**config.mk**
```make
export PLATFORM = sky130hd
export DESIGN_NAME = pipe_hazard_ctrl
export DESIGN_NICKNAME = d
export VERILOG_FILES = /design/src/rtl/pipe_hazard_ctrl.sv
export SDC_FILE = /design/constraint.sdc
export NUM_CORES = 1
export LEC_CHECK = 0
export CAP_MARGIN = 5
export CORE_ASPECT_RATIO = 1.25
export CORE_MARGIN = 4
export CORE_UTILIZATION = 48
export CTS_CLUSTER_DIAMETER = 120
export DETAILED_ROUTE_END_ITERATION = 6
export GPL_TIMING_DRIVEN = 0
export MAX_ROUTING_LAYER = met4
export PLACE_DENSITY = 0.81
export SLEW_MARGIN = 20
export SYNTH_ARGS = -nofsm -noshare
export SYNTH_HDL_FRONTEND = slang
export SYNTH_SLANG_ARGS = --single-unit
export TNS_END_PERCENT = 20
```
**constraint.sdc**
```tcl
create_clock -name clk -period 2.9 [get_ports clk]
set_clock_uncertainty 0.15 [all_clocks]
set_input_delay 0.58 -clock clk [delete_from_list [all_inputs] [get_ports clk]]
set_output_delay 0.58 -clock clk [all_outputs]
set_load 0.1 [all_outputs]
```
**src/rtl/pipe_hazard_ctrl.sv**
```systemverilog
`default_nettype none
// ============================================================================
// Module      : pipe_hazard_ctrl
// Description : Hazard and stall controller for the 5-stage pipeline.
//               Decides, every cycle, whether each stage register advances,
//               holds or loads a bubble. Handles load-use / RAW hazards,
//               taken-branch squashes and multi-cycle data-memory waits,
//               with a sticky watchdog error on memory timeout.
//               Optional build macro: HAZARD_FWD_EN (operand forwarding).
// Revision    : 1.0 - initial release
// ============================================================================
module pipe_hazard_ctrl #(
  parameter int unsigned TIMEOUT = 256
) (
  input  logic        clk,
  input  logic        rst,
  // ID stage sources
  input  logic [4:0]  id_rs,
  input  logic [4:0]  id_rt,
  input  logic        id_uses_rt,
  // EX stage
  input  logic [4:0]  ex_rs,
  input  logic [4:0]  ex_rt,
  input  logic [4:0]  ex_rd,
  input  logic        ex_RegWrite,
  input  logic        ex_MemRead,
  // MEM stage
  input  logic [4:0]  mem_rd,
  input  logic        mem_RegWrite,
  input  logic        mem_MemRead,
  input  logic        mem_MemWrite,
  // WB stage
  input  logic [4:0]  wb_rd,
  input  logic        wb_RegWrite,
  // Branch resolution and memory handshake
  input  logic        ex_branch_taken,
  input  logic        dmem_ready,
  // Stage-register controls
  output logic        pc_en,
  output logic        ifid_en,
  output logic        idex_en,
  output logic        exmem_en,
  output logic        ifid_flush,
  output logic        idex_flush,
  output logic        memwb_bubble,
  output logic        dmem_req,
  // Forwarding selects
  output logic [1:0]  fwd_a,
  output logic [1:0]  fwd_b,
  // Status
  output logic [1:0]  state,
  output logic        err,
  output logic [31:0] stall_cycles
);

  // --------------------------------------------------------------------------
  // State encoding
  // --------------------------------------------------------------------------
  localparam logic [1:0] ST_RUN      = 2'b00;
  localparam logic [1:0] ST_MEM_WAIT = 2'b01;
  localparam logic [1:0] ST_ERR      = 2'b10;

  // Forwarding select encodings
  localparam logic [1:0] FWD_RF    = 2'b00;
  localparam logic [1:0] FWD_EXMEM = 2'b10;
  localparam logic [1:0] FWD_MEMWB = 2'b01;

  // Watchdog limit widened by one bit so the incremented count never wraps
  // before it is compared.
  localparam logic [16:0] TIMEOUT_CNT = 17'(TIMEOUT);

  // --------------------------------------------------------------------------
  // Internal signals
  // --------------------------------------------------------------------------
  logic [15:0] wait_cnt;
  logic [16:0] wait_next;
  logic        active;
  logic        mem_access;
  logic        mem_wait;
  logic        load_use;
  logic        raw_stall;

  // RUN and MEM_WAIT are the only states in which memory may be accessed;
  // an undefined encoding is treated like ERR (pipeline frozen).
  assign active     = (state == ST_RUN) || (state == ST_MEM_WAIT);
  assign mem_access = mem_MemRead | mem_MemWrite;

  // Outstanding memory access that does not complete this cycle. This is the
  // top-priority freeze condition.
  assign mem_wait   = ~rst & active & mem_access & ~dmem_ready;

  assign wait_next  = {1'b0, wait_cnt} + 17'd1;

  // Load in EX whose destination is read by the instruction in ID; r0 is
  // hard-wired to zero so it can never be a real dependency.
  assign load_use = ex_MemRead && (ex_rd != 5'd0) &&
                    ((ex_rd == id_rs) || (id_uses_rt && (ex_rd == id_rt)));

`ifdef HAZARD_FWD_EN
  // With forwarding, only a load-use pair still has to stall: the loaded
  // value is not available until the end of MEM.
  assign raw_stall = load_use;

  // ex_RegWrite only matters for the non-forwarding RAW check.
  logic unused_fwd_inputs;
  assign unused_fwd_inputs = ex_RegWrite;
`else
  // Without forwarding, any pending producer in EX or MEM must retire to WB
  // before the consumer in ID may proceed. WB itself does not stall because
  // the register file writes in the first half and reads in the second.
  logic ex_raw;
  logic mem_raw;

  assign ex_raw  = ex_RegWrite && (ex_rd != 5'd0) &&
                   ((ex_rd == id_rs) || (id_uses_rt && (ex_rd == id_rt)));
  assign mem_raw = mem_RegWrite && (mem_rd != 5'd0) &&
                   ((mem_rd == id_rs) || (id_uses_rt && (mem_rd == id_rt)));

  assign raw_stall = load_use | ex_raw | mem_raw;

  // Forwarding inputs are not consumed in this build.
  logic unused_fwd_inputs;
  assign unused_fwd_inputs = ^{ex_rs, ex_rt, wb_rd, wb_RegWrite};
`endif

  // --------------------------------------------------------------------------
  // Stage-register enable / flush decision, in priority order:
  //   reset > ERR > memory wait > taken branch > RAW stall > advance.
  // --------------------------------------------------------------------------
  always_comb begin
    pc_en        = 1'b0;
    ifid_en      = 1'b0;
    idex_en      = 1'b0;
    exmem_en     = 1'b0;
    ifid_flush   = 1'b0;
    idex_flush   = 1'b0;
    memwb_bubble = 1'b0;

    if (rst) begin
      // Everything inert while in reset.
      memwb_bubble = 1'b0;
    end else if (!active) begin
      // Watchdog tripped: freeze the pipe and keep WB quiet.
      memwb_bubble = 1'b1;
    end else if (mem_wait) begin
      // Freeze every stage; a branch sitting in EX is held until resume.
      memwb_bubble = 1'b1;
    end else if (ex_branch_taken) begin
      // Squash the two younger instructions; the ID instruction is discarded
      // so any load-use match on it is irrelevant.
      pc_en      = 1'b1;
      ifid_en    = 1'b1;
      idex_en    = 1'b1;
      exmem_en   = 1'b1;
      ifid_flush = 1'b1;
      idex_flush = 1'b1;
    end else if (raw_stall) begin
      // Hold PC and IF/ID, inject a bubble into EX, let older stages drain.
      idex_en    = 1'b1;
      exmem_en   = 1'b1;
      idex_flush = 1'b1;
    end else begin
      pc_en    = 1'b1;
      ifid_en  = 1'b1;
      idex_en  = 1'b1;
      exmem_en = 1'b1;
    end
  end

  // Memory request qualifier: only meaningful while the controller is live.
  always_comb begin
    dmem_req = ~rst & active & mem_access;
  end

  // --------------------------------------------------------------------------
  // Operand forwarding selects (EX/MEM has priority over MEM/WB).
  // --------------------------------------------------------------------------
  always_comb begin
    fwd_a = FWD_RF;
    fwd_b = FWD_RF;
`ifdef HAZARD_FWD_EN
    if (!rst) begin
      if (mem_RegWrite && (mem_rd != 5'd0) && (mem_rd == ex_rs)) begin
        fwd_a = FWD_EXMEM;
      end else if (wb_RegWrite && (wb_rd != 5'd0) && (wb_rd == ex_rs)) begin
        fwd_a = FWD_MEMWB;
      end

      if (mem_RegWrite && (mem_rd != 5'd0) && (mem_rd == ex_rt)) begin
        fwd_b = FWD_EXMEM;
      end else if (wb_RegWrite && (wb_rd != 5'd0) && (wb_rd == ex_rt)) begin
        fwd_b = FWD_MEMWB;
      end
    end
`endif
  end

  // --------------------------------------------------------------------------
  // Control FSM with memory-wait watchdog; ERR is sticky until reset.
  // --------------------------------------------------------------------------
  always_ff @(posedge clk) begin
    if (rst) begin
      state    <= ST_RUN;
      wait_cnt <= 16'd0;
      err      <= 1'b0;
    end else begin
      case (state)
        ST_RUN: begin
          if (mem_wait) begin
            state    <= ST_MEM_WAIT;
            wait_cnt <= 16'd0;
          end
        end
        ST_MEM_WAIT: begin
          if (!mem_wait) begin
            // Access completed (or withdrawn): resume normal flow.
            state    <= ST_RUN;
            wait_cnt <= 16'd0;
          end else if (wait_next == TIMEOUT_CNT) begin
            state    <= ST_ERR;
            err      <= 1'b1;
            wait_cnt <= wait_next[15:0];
          end else begin
            wait_cnt <= wait_next[15:0];
          end
        end
        ST_ERR: begin
          state <= ST_ERR;
          err   <= 1'b1;
        end
        default: begin
          // Undefined encoding: fail safe into the error state.
          state <= ST_ERR;
          err   <= 1'b1;
        end
      endcase
    end
  end

  // Saturating count of cycles in which the PC was held.
  always_ff @(posedge clk) begin
    if (rst) begin
      stall_cycles <= 32'd0;
    end else if (!pc_en && (stall_cycles != 32'hFFFF_FFFF)) begin
      stall_cycles <= stall_cycles + 32'd1;
    end
  end

endmodule
`default_nettype wire

```
==> implementation parameters <==
Parameter                              Value

CTS
  TritonCTS buffer count ... 5
  Hold-fix buffers, CTS ... 0
  CTS sink cnt ... 51
  Total number of H-tree levels ... 2
  Clock root buffer ... sky130_fd_sc_hd__clkbuf_8
  Maximum clock path buffer count ... 2
  TritonCTS clock tree ... done
  Clock Pin Slew Worst Setup and Hold Paths ... 0.09 ns
  Clock network latency to the later pin of the worst-skew pair ... approximately 0.31 ns

Route
  Detailed-route via count ... 3472
  Vias per cell ... 6.049
  Count of unresolved DRC violations after routing ... 0
  Mean routed wirelength per cell ... 16.19 um
  Final Routed Wirelength ... 9291 um
  Residual antenna-violating net count after detailed routing ... 0
  Initial DRC count ... about 370
  Iteration count of the initial detailed-routing pass ... 5

Timing
  WHS ... 0.3087 ns
  Final number of max-transition violations ... 0
  Number of hold-slack violations in the final timing report ... 0
  Fin crit share ... 99.26%
  Slew @ Worst Pin ... between 0.9 and 1 ns
  Max Clock Freq ... 0.3474 GHz
  Clock period minus final worst setup slack ... 2.879 ns
  Final critical-path setup slack ... roughly 0.021 ns
  Relative slew margins ... 33.90%
  Count of final setup violators ... 0
  Unrepaired setup endpoints after global routing ... true

Yosys
  Count of yosys warnings during synthesis ... 0
  Flops & latches, synth ... 51
  Number of flops mapped to enable cells by yosys ... 0
  Sequential cell area fraction in the yosys report ... 32.57%
  Synth Flop Type ... sky130_fd_sc_hd__dfxtp_1
  Mean area per synthesized cell ... between 7 and 8 um2
  Post-Syn Area ... 0.003134 mm2
  Number of instances in the synthesized netlist ... about 400
  Distinct cell type count of the synthesized netlist ... 51
  Synth async-reset ratio ... 0%

Critical path
  Type of element capturing the critical path ... primary output
  Class of the most critical setup path ... input pin to primary output
  Path length in cells of the critical path ... 9
  Cell-by-cell listing of the critical path ... buf_8, xor2_1, nor4_1, a32oi_1, o22a_1, o21a_4, buf_12, buf_16, buf_16
  Slack of the worst reg-to-reg path ... roughly 0.23 ns
  Critical path peak fanout ... 6
  Cell with the largest stage delay on the worst path ... sky130_fd_sc_hd__nor4_1
  Kind of launch point of the worst setup path ... input pin
  Slowest stage delay, CP ... 0.29 ns
  Buffers & Inverters on Critical Path ... 4
  Arrival time of the worst setup path ... 2.15 ns
  Cell family with the largest share of critical-path delay ... compound AO/OA/AOI/OAI gates
  R2r endpoint ... stall_cycles[17]
  Logic depth of the worst register-to-register path ... 7
  Most prevalent standard cell on the critical path ... sky130_fd_sc_hd__buf_16
  Reg2reg start ... stall_cycles[5]
  Required time at the worst-slack endpoint ... 2.17 ns

Finish
  Post-route insts no fill ... between 500 and 600
  Cell area after layout ... 0.004314 mm2
  Layout net count ... 536
  Count of inserted antenna diode cells ... 0
  Fraction of final layout cells with drive strength greater than 1 ... 17.38%
  Layout area overhead ... 37.64%

Worst hold path
  Hold wc startpoint ... err
  Worst Hold Class ... flip-flop to flip-flop
  Hold Crit Endpoint ... err
  Cell count of the worst hold path ... 2

Placed design
  Post-detailed-placement half-perimeter wirelength ... 6843 um
  Total of buffers placed on input and output ports ... 71
  Placed cell areas ... 0.004095 mm2
  Placed cell count ... 558
  Worst slack at placement ... -1.573 ns
  Last weighted congestion value of the routability-driven placer ... between 0.9 and 1

Pwr
  PwrDens ... 349.5 mW/mm2
  Worst ir drop on vdd ... 0.2753 mV
  Leakage power ... 1.469 nW

Floorplan
  Core footprint ... 0.006246 mm2
  Top-Level Pins ... 93
  Die outline height ... 98.35 um
  Chip width ... 80.28 um
  Initial Util ... 50.18%
  Die area ... 0.007895 mm2
  Row count ... 32

Global route
  First-pass GRT wire length ... 15210 um
  Via count of the first global-routing pass ... approximately 3300
  Global route total overflow ... 0
  Maximum number of pins on one net before global-route repair ... 16
  Initial antenna violation count ... 0
  Total global-route track usage ... 24.11%

Flow run
  Maximum Capacitance Violations ... 0

Run status
  Run status ... complete, no violations
## state kept, by name, indices dropped and copies added, names as in the netlist
register      cells
err               1
stall_cycles     32
state             2
wait_cnt         16
## Yosys cell counts, types with 2 or more instances
library cell               instances  area [um2]
sky130_fd_sc_hd__a21boi_0          2       15.01
sky130_fd_sc_hd__o41ai_1           3       26.28
sky130_fd_sc_hd__nand3_1          16       80.08
sky130_fd_sc_hd__inv_1             8       30.03
sky130_fd_sc_hd__clkbuf_1         18       67.56
sky130_fd_sc_hd__or3_1            10       62.56
sky130_fd_sc_hd__buf_4            10       75.07
sky130_fd_sc_hd__a21oi_1          39       195.2
sky130_fd_sc_hd__o21ai_0          18       90.09
sky130_fd_sc_hd__xnor2_1           4       35.03
sky130_fd_sc_hd__o21ai_1           2       10.01
sky130_fd_sc_hd__or4b_1            2       20.02
sky130_fd_sc_hd__nor4_1            7       43.79
sky130_fd_sc_hd__dfxtp_1          51        1021
sky130_fd_sc_hd__and3_1           10       62.56
sky130_fd_sc_hd__nand4_1          12       75.07
sky130_fd_sc_hd__nand2_1          27       101.4
sky130_fd_sc_hd__mux2_2            4       45.04
sky130_fd_sc_hd__nor3_1           14       70.07
sky130_fd_sc_hd__a31oi_1           4       25.02
sky130_fd_sc_hd__nor2b_1           7       43.79
sky130_fd_sc_hd__nor2_1           38       142.6
sky130_fd_sc_hd__a311oi_1          5       43.79
sky130_fd_sc_hd__o31ai_1          14       105.1
sky130_fd_sc_hd__a22oi_1           2       15.01
sky130_fd_sc_hd__ha_1              2       25.02
sky130_fd_sc_hd__and4_1            2       17.52
sky130_fd_sc_hd__mux2_1            3       33.78
sky130_fd_sc_hd__nor3b_1           2       15.01
sky130_fd_sc_hd__or4_1            21       157.7
sky130_fd_sc_hd__xor2_1           18       157.7
sky130_fd_sc_hd__a32oi_1           2       17.52
sky130_fd_sc_hd__nor4_2            2       25.02
sky130_fd_sc_hd__a211oi_1          2       15.01
sky130_fd_sc_hd__buf_6             2       22.52
## area by class of cell
class	instances	area, um2
multi-input combinational	311	2004
fill	531	1932
sequential	51	1035
timing repair buffer	80	805.8
buffer	31	229.0
tap	85	106.4
clock buffer	7	96.34
inverter	8	30.03
clock inverter	1	7.507
## through the flow
stage          total power [mW]  utilization [%]  setup TNS [ns]
3_5_place_dp              1.041            65.56          -18.02
4_1_cts                   1.499            68.21        -0.08776
3_3_place_gp              1.036            65.56          -14.99
6_report                  1.508            69.07               0
5_1_grt                   1.560            69.07        -0.07106
2_1_floorplan            0.9401                -          -1.674
## cells in the final DEF (no fill, tap or decap), drive strengths merged, types with 7 or more instances in the layout
master and n:
a21oi 39, and3 10, buf 37, clkbuf 28, clkdlybuf4s15 7, clkdlybuf4s50 43, dfxtp 51, inv 8
mux2 7, nand2 27, nand3 17, nand4 12, nor2 38, nor2b 7, nor3 14, nor4 10
o21ai 20, o31ai 14, or3 10, or4 21, xor2 18
## per-layer routing
layer / part of all wire [%] / routed length [um] / track usage, % / up-vias
li1: - / - / - / 1664
met1: 39 / 3628 / 27.51 / 1624
met2: 52 / 4804 / 41.01 / 156
met3: 6.4 / 593 / 4.059 / 28
met4: 2.8 / 264 / 10.14 / 0
met5: 0 / 0 / - / -
## worst max-delay path by stage
| stage | slack [ns] | startpoint | endpoint |
|---|---|---|---|
| 3_5_place_dp | -1.57 | mem_rd[1] | pc_en |
| 3_3_place_gp | -1.57 | ex_rd[1] | pc_en |
| 5_1_grt | -0.03 | id_rt[1] | pc_en |
| 2_1_floorplan | -0.34 | rst | memwb_bubble |
| 4_1_cts | -0.09 | id_rt[2] | pc_en |
| 6_report | 0.02 | id_rt[0] | pc_en |
## worst register-to-register path: stages, from the launching register on
cell and delay (ns):
sky130_fd_sc_hd__dfxtp_1 0.34, sky130_fd_sc_hd__clkbuf_1 0.32, sky130_fd_sc_hd__nand3_1 0.35, sky130_fd_sc_hd__nor4_2 0.42
sky130_fd_sc_hd__nand3_1 0.39, sky130_fd_sc_hd__nand3_1 0.25, sky130_fd_sc_hd__nor3_1 0.08, sky130_fd_sc_hd__mux2_2 0.27
## power by group
part | switching, mW | internal (mW) | leakage [nW]
clock network | 0.237 | 0.217 | 0.0505
logic | 0.215 | 0.130 | 1.00
registers | 0.00543 | 0.703 | 0.416
total | 0.458 | 1.05 | 1.47
## timing repair
item	CTS	global route
buffers inserted	5	3
endpoints found under the setup margin	27	34
resized for setup	93	37
cloned	1	0
pin swaps	10	14
## kinds of logic (layout without fill, tap and decap cells)
family	Yosys count	after routing	synth area share [%]
simple gates	177	177	31.82
buf+inv	40	127	6.506
other cells	1	4	0.1196
mux	7	7	2.515
xor+xnor	22	22	6.148
compound gates	99	99	19.52
fa+ha+maj	2	2	0.7983
flops	51	51	32.57
Note: power is estimated with default switching activity, not from simulation.
